### config.mk
export PLATFORM = sky130hd
export DESIGN_NAME = dense_seq_ctrl
export DESIGN_NICKNAME = d
export VERILOG_FILES = /design/src/rtl/dense_seq_pkg.sv /design/src/rtl/dense_layer_table.sv /design/src/rtl/dense_seq_ctrl.sv
export SDC_FILE = /design/constraint.sdc
export NUM_CORES = 1
export LEC_CHECK = 0
export ABC_AREA = 1
export CAP_MARGIN = 10
export CORE_ASPECT_RATIO = 1.1
export CORE_UTILIZATION = 46
export DETAILED_ROUTE_END_ITERATION = 8
export PLACE_DENSITY = 0.78
export SYNTH_ARGS = -nofsm -noshare
export SYNTH_HDL_FRONTEND = slang
export SYNTH_SLANG_ARGS = --single-unit
### constraint.sdc
create_clock -name clk -period 3.7 [get_ports clk]
set_input_delay 0.74 -clock clk [delete_from_list [all_inputs] [get_ports clk]]
set_output_delay 0.74 -clock clk [all_outputs]
set_load 0.05 [all_outputs]
### src/rtl/dense_seq_pkg.sv
// dense_seq_pkg: shared state encoding and backprop control field positions
package dense_seq_pkg;
  typedef enum logic [2:0] {IDLE, LOAD_W, FWD, COST, BWD, DONE} state_t;
  localparam int BP_EN_BIT   = 65;
  localparam int BP_LAST_BIT = 64;
  localparam int BP_LR_MSB   = 63;
  localparam int BP_LR_LSB   = 32;
  localparam int BP_STEP_MSB = 31;
  localparam int BP_STEP_LSB = 0;
endpackage

### src/rtl/dense_layer_table.sv
// dense_layer_table: per-layer descriptor register file, one write port, async read
module dense_layer_table #(
  parameter int num_layers = 4,
  parameter int idx_w      = 2,
  parameter int act_w      = 4,
  parameter int dense_w    = 4,
  parameter int cnt_w      = 8
) (
  input  logic               clk,
  input  logic               rst_n,
  input  logic               we,
  input  logic [idx_w-1:0]   waddr,
  input  logic [act_w-1:0]   wact,
  input  logic [dense_w-1:0] wdense,
  input  logic [cnt_w-1:0]   wwords,
  input  logic [idx_w-1:0]   raddr,
  output logic [act_w-1:0]   ract,
  output logic [dense_w-1:0] rdense,
  output logic [cnt_w-1:0]   rwords
);
  logic [act_w-1:0]   act   [num_layers];
  logic [dense_w-1:0] dense [num_layers];
  logic [cnt_w-1:0]   words [num_layers];
  always_ff @(posedge clk or negedge rst_n)
    if (!rst_n)
      for (int i = 0; i < num_layers; i++) begin
        act[i]   <= '0;
        dense[i] <= '0;
        words[i] <= '0;
      end
    else if (we) begin
      act[waddr]   <= wact;
      dense[waddr] <= wdense;
      words[waddr] <= wwords;
    end
  assign ract   = act[raddr];
  assign rdense = dense[raddr];
  assign rwords = words[raddr];
endmodule

### src/rtl/dense_seq_ctrl.sv
// dense_seq_ctrl: sequences weight load, forward, cost and backward issues into the dense pipeline
module dense_seq_ctrl
  import dense_seq_pkg::*;
#(
  parameter int size                   = 3,
  parameter int data_size              = 16,
  parameter int act_type_size          = 4,
  parameter int dense_type_size        = 4,
  parameter int cost_type_size         = 8,
  parameter int num_layers             = 4,
  parameter int layer_idx_size         = 2,
  parameter int w_cnt_size             = 8,
  parameter int layer_latency          = 4,
  parameter int backprop_controll_size = 66
) (
  input  logic                              clk,
  input  logic                              rst_n,
  input  logic                              cfg_we,
  input  logic [layer_idx_size-1:0]         cfg_addr,
  input  logic [act_type_size-1:0]          cfg_act_type,
  input  logic [dense_type_size-1:0]        cfg_dense_type,
  input  logic [w_cnt_size-1:0]             cfg_w_words,
  input  logic [cost_type_size-1:0]         cost_type,
  input  logic [31:0]                       lr,
  input  logic                              start,
  input  logic                              train,
  input  logic                              abort,
  input  logic [data_size*size-1:0]         w_in,
  input  logic                              w_valid,
  output logic                              w_ready,
  input  logic [data_size*size-1:0]         x_in,
  input  logic                              x_valid,
  output logic                              x_ready,
  input  logic [data_size*size-1:0]         label_in,
  input  logic                              label_valid,
  output logic                              label_ready,
  output logic [act_type_size-1:0]          act_type_out,
  output logic [dense_type_size-1:0]        dense_type_out,
  output logic [cost_type_size-1:0]         cost_type_out,
  output logic [data_size*size-1:0]         w_out,
  output logic                              load_w_out,
  output logic [data_size*size-1:0]         x_out,
  output logic [data_size*size-1:0]         label_out,
  output logic [backprop_controll_size-1:0] backprop_controll_out,
  output logic [layer_idx_size-1:0]         layer_idx_out,
  output logic                              pipe_valid,
  output logic                              busy,
  output logic                              done
);
  localparam int gap_w = $clog2(layer_latency) + 1;
  state_t                      state, nxt;
  logic [layer_idx_size-1:0]   layer;
  logic [w_cnt_size-1:0]       cnt;
  logic [gap_w-1:0]            gap;
  logic                        train_r;
  logic [cost_type_size-1:0]   cost_r;
  logic [31:0]                 lr_r, step;
  logic [act_type_size-1:0]    t_act;
  logic [dense_type_size-1:0]  t_dense;
  logic [w_cnt_size-1:0]       t_words;
  logic w_acc, l_acc, fwd_go, bwd_go, issue, last_layer, layer_adv, start_go, done_go, tbl_we;
  dense_layer_table #(
    .num_layers(num_layers), .idx_w(layer_idx_size), .act_w(act_type_size),
    .dense_w(dense_type_size), .cnt_w(w_cnt_size)
  ) u_table (
    .clk(clk), .rst_n(rst_n), .we(tbl_we), .waddr(cfg_addr), .wact(cfg_act_type),
    .wdense(cfg_dense_type), .wwords(cfg_w_words), .raddr(layer),
    .ract(t_act), .rdense(t_dense), .rwords(t_words)
  );
  always_ff @(posedge clk or negedge rst_n)
    if (!rst_n) state <= IDLE;
    else state <= nxt;
  always_comb begin
    case (state)
      IDLE:    nxt = start ? LOAD_W : IDLE;
      LOAD_W:  nxt = layer_adv && last_layer ? FWD : LOAD_W;
      FWD:     nxt = fwd_go && last_layer ? (train_r ? COST : DONE) : FWD;
      COST:    nxt = l_acc ? BWD : COST;
      BWD:     nxt = bwd_go && layer == '0 ? DONE : BWD;
      default: nxt = IDLE;
    endcase
    if (abort) nxt = IDLE;
  end
  always_comb begin
    busy        = state != IDLE;
    w_ready     = state == LOAD_W && cnt != t_words;
    x_ready     = state == FWD && layer == '0;
    label_ready = state == COST;
    last_layer  = layer == layer_idx_size'(num_layers - 1);
    w_acc       = w_valid && w_ready && !abort;
    l_acc       = label_valid && label_ready && !abort;
    fwd_go      = state == FWD && !abort && (layer == '0 ? x_valid : gap == '0);
    bwd_go      = state == BWD && !abort && gap == '0;
    layer_adv   = state == LOAD_W && !abort && (t_words == '0 || (w_acc && w_cnt_size'(cnt + 1) == t_words));
    issue       = w_acc || fwd_go || l_acc || bwd_go;
    start_go    = state == IDLE && start && !abort;
    done_go     = state == DONE && !abort;
    tbl_we      = state == IDLE && cfg_we && !abort;
  end
  always_ff @(posedge clk or negedge rst_n)
    if (!rst_n) begin
      layer <= '0; cnt <= '0; gap <= '0; train_r <= 1'b0; cost_r <= '0; lr_r <= '0; step <= '0;
      act_type_out <= '0; dense_type_out <= '0; cost_type_out <= '0; w_out <= '0;
      load_w_out <= 1'b0; x_out <= '0; label_out <= '0; backprop_controll_out <= '0;
      layer_idx_out <= '0; pipe_valid <= 1'b0; done <= 1'b0;
    end else begin
      pipe_valid <= issue;
      load_w_out <= w_acc;
      done       <= done_go;
      backprop_controll_out[BP_EN_BIT]   <= bwd_go;
      backprop_controll_out[BP_LAST_BIT] <= bwd_go && layer == '0;
      if (issue) begin
        layer_idx_out <= layer;
        backprop_controll_out[BP_LR_MSB:BP_STEP_LSB] <= {lr_r, step};
      end
      if (w_acc) w_out <= w_in;
      if (fwd_go || bwd_go) begin
        act_type_out   <= t_act;
        dense_type_out <= t_dense;
      end
      if (fwd_go) x_out <= layer == '0 ? x_in : '0;
      if (l_acc) begin
        label_out     <= label_in;
        cost_type_out <= cost_r;
      end
      // spacing counter restarts on every issue so each layer follows its predecessor
      gap <= issue ? gap_w'(layer_latency - 1) : (gap == '0 ? gap : gap_w'(gap - 1));
      if (start_go) begin
        layer <= '0; cnt <= '0; train_r <= train; cost_r <= cost_type; lr_r <= lr;
      end
      if (layer_adv) begin
        cnt   <= '0;
        layer <= last_layer ? '0 : layer_idx_size'(layer + 1);
      end else if (w_acc) cnt <= w_cnt_size'(cnt + 1);
      if (fwd_go && !last_layer) layer <= layer_idx_size'(layer + 1);
      if (l_acc) layer <= layer_idx_size'(num_layers - 1);
      if (bwd_go && layer != '0) layer <= layer_idx_size'(layer - 1);
      if (done_go) step <= step + 32'(train_r);
    end
endmodule
==> out/metrics.yaml <==
outcome:
  outcome: "complete, no violations"
clock_network:
  holdBufCountCts: 0
  htree_levels: 2
  cts_tree: "done"
  postCtsSetupRepairBufs: 0
  cts_made_buffers: 41
  cts_resized: 0
  clkTransAtPathRegs_ns: 0.06
  cts-root-buf: "clkbuf_16"
  clkSinkCount: 384
  clk_latency_ns: 0.54
  clock_path_buffers: 3
critical_path:
  r2r-start: "layer[1]$_DFFE_PN0P_"
  end_kind: "output pin"
  path_cells: "inv_4 > buf_4 > nand2_1 > nand3_1 > nand2_1 > nand2_1 > nand2_1 > nand2_1 > nor2_1 > a21oi_1 > buf_12"
  critPathMaxFanout: 31
  reg2reg_to: "layer[0]$_DFFE_PN0P_"
  cp.required_ns: 2.96
  cp_slowest_stage_delay_ns: 0.41
  startpoint_type: "flop"
  cp_common_cell: "nand2_1"
  path_class: "flop to output pin"
  cpMaxStageDelayCell: "dfrtp_1"
  reg2reg_depth: 11
  reg2reg_slack_ns: 0.41
  endpoint: "w_ready"
  startpoint: "layer[0]$_DFFE_PN0P_"
  cp.arrival_ns: 2.60
die:
  start_util: 0.470
  core_area_mm2: 0.0334
  chipWidth_um: 178
  io_pins: 446
  die_area_mm2: 0.0348
  rows: 70
  fp.dieH_um: 196
sta:
  fin_hold_ws_ns: 0.186
  maxSlewViolCount: 0
  fin_crit_sh: 0.902
  rsz0062_at_grt: "false"
  fmax_mhz: 300
  finalHoldViolCount: 0
  tns_ns: 0
  max_slew.worst_pin.slew_ns: 1.14
  finalClockSkew_ns: 0.0194
  max_slew_margin: 0.241
  layout_min_cycle_time_ns: 3.34
  finalSetupViolCount: 0
finish:
  mostFrequentLayoutCell: "nand2_1"
  area.growth.synth_to_final_pct: 40.2
  drive_gt1_frac: 0.0490
  seqCellArea_mm2: 0.00961
  mostFrequentLayoutCells: "nand2_1, clkdlybuf4s50_1, dfrtp_1"
  multiInputGateArea_mm2: 0.00518
  nets: 2373
  fillers: 2632
synthesis:
  syn-num-nets: 1940
  synth_area_leaders: "dfrtp_1, nand2_1, o21ai_0, inv_1, a32o_1"
  yosysTopAreaCellShare: 0.613
  synth_seq_cells: 384
  synth_edf_count: 0
  synth_ff_type: "dfrtp_1"
  synth_top_area_cell: "dfrtp_1"
  async_flop_share: 1.00
  ys_warn_count: 0
  synth_cell_types: 31
  mappedNetlistArea_mm2: 0.0157
  synth-seq-area-share: 0.613
  syn_avg_cell_area_um2: 9.10
  synth_cells: 1722
power_and_ir_drop:
  powerDensity_mw_per_mm2: 623
  total_power_w: 0.0137
  ir_worst_vdd_v: 0.000550
  p_leak_nw: 10.6
global_routing:
  grt_pass1_vias: 13600
  grtUsageTotal: 0.259
  overflow: 0
  grt_pass1_wl_mm: 71.1
  antenna_found_initial: 2
  grt_max_degree: 93
detailed_routing:
  drc: 0
  drt-wirelength-per-cell_um: 17.1
  routed_via_density: 5.14
  ant_nets: 0
  vias: 13500
  drt_first_pass_iters: 6
  wl_mm: 44.7
  drt_iter0_drc: 1106
job:
  max-cap-violations: 0
placed_design:
  dp_hpwl_mm: 31.2
  io_buffer_count: 445
  place.gp.congestion: 0.923
hold_path:
  hold_class: "input port to async pin"
registers in the layout, summed over array words and instances, names as in the netlist, 3 cells and up:
register               flops
x_out                     48
gap                        3
u_table.dense             16
u_table.act               16
dense_type_out             4
lr_r                      32
backprop_controll_out     66
cost_r                     8
state                      3
u_table.words             32
w_out                     48
act_type_out               4
step                      32
cnt                        8
label_out                 48
cost_type_out              8
Yosys cell counts, types with 2 or more instances:
master    number
a21oi_1        2
a31oi_1       10
a32o_1        48
buf_1          6
buf_2         15
buf_4          3
buf_6          7
clkbuf_1      55
dfrtp_1      384
ha_1           7
inv_1        129
inv_2          2
nand2_1      646
nand3_1       52
nand4_1       10
nor2_1        84
nor3_1        23
nor3b_1        2
nor4_1         3
o211ai_1       2
o21ai_0      136
o21ai_1       53
o22ai_1        7
xnor2_1        4
xor2_1        26
area by class of cell:
class | count | area share
antenna | 2 | 0.000228
sequential | 384 | 0.437
clock buffer | 60 | 0.0549
clock inverter | 12 | 0.00558
multi-input combinational | 1119 | 0.236
inverter | 133 | 0.0228
timing repair buffer | 476 | 0.219
tap | 432 | 0.0246
stage by stage:
stage                     std cells  cell area (um^2)   util  setup slack, ns
after detailed placement       2544             20600  0.619            0.224
after CTS                      2616             22000  0.659            0.399
final                          2618             22000  0.659            0.363
after global routing           2618             22000  0.659            0.175
after floorplan                1722             15700      -            0.703
after global placement         2544             20600  0.619            0.302
report_power, final:
part | total [W] | leakage, nW | internal [W] | switching [W]
clock | 0.00404 | 0.655 | 0.00240 | 0.00164
sequential | 0.00531 | 4.99 | 0.00492 | 0.000389
combinational | 0.00434 | 4.92 | 0.00146 | 0.00289
total | 0.0137 | 10.6 | 0.00878 | 0.00492
worst min path at each step:
stage,cells past startpoint,end,from,slack (ns)
2_1_floorplan,0,act_type_out[0]$_DFFE_PN0P_,rst_n,0.44
3_3_place_gp,2,backprop_controll_out[4]$_DFFE_PN0P_,backprop_controll_out[4]$_DFFE_PN0P_,0.46
3_5_place_dp,1,step[20]$_DFFE_PN0P_,step[20]$_DFFE_PN0P_,0.46
4_1_cts,1,x_out[33]$_DFFE_PN0P_,rst_n,0.26
5_1_grt,1,backprop_controll_out[51]$_DFFE_PN0P_,rst_n,0.25
6_report,1,backprop_controll_out[51]$_DFFE_PN0P_,rst_n,0.19
critical path: cells and delay by family, from the launching register on:
| kind | cells | cell delay [ns] |
|---|---|---|
| simple gates | 7 | 0.64 |
| flops | 1 | 0.41 |
| buf+inv | 3 | 0.60 |
| compound gates | 1 | 0.38 |
metal layers:
metal	wire, um	up-vias	global-route usage
met1	18100	6484	0.332
met3	3100	103	0.0561
met5	0	-	0
li1	-	6388	-
met4	1640	0	0.100
met2	21800	490	0.426
cell families after synthesis:
group | after synthesis | share of synthesized area
AO/OA/AOI/OAI | 260 | 0.100
XOR/XNOR | 30 | 0.0168
adder cells (fa/ha/maj) | 7 | 0.00559
buffers and inverters | 219 | 0.0579
flip-flops | 384 | 0.613
AND/OR/NAND/NOR | 822 | 0.206
No activity file was read; power rests on OpenSTA's default activity.
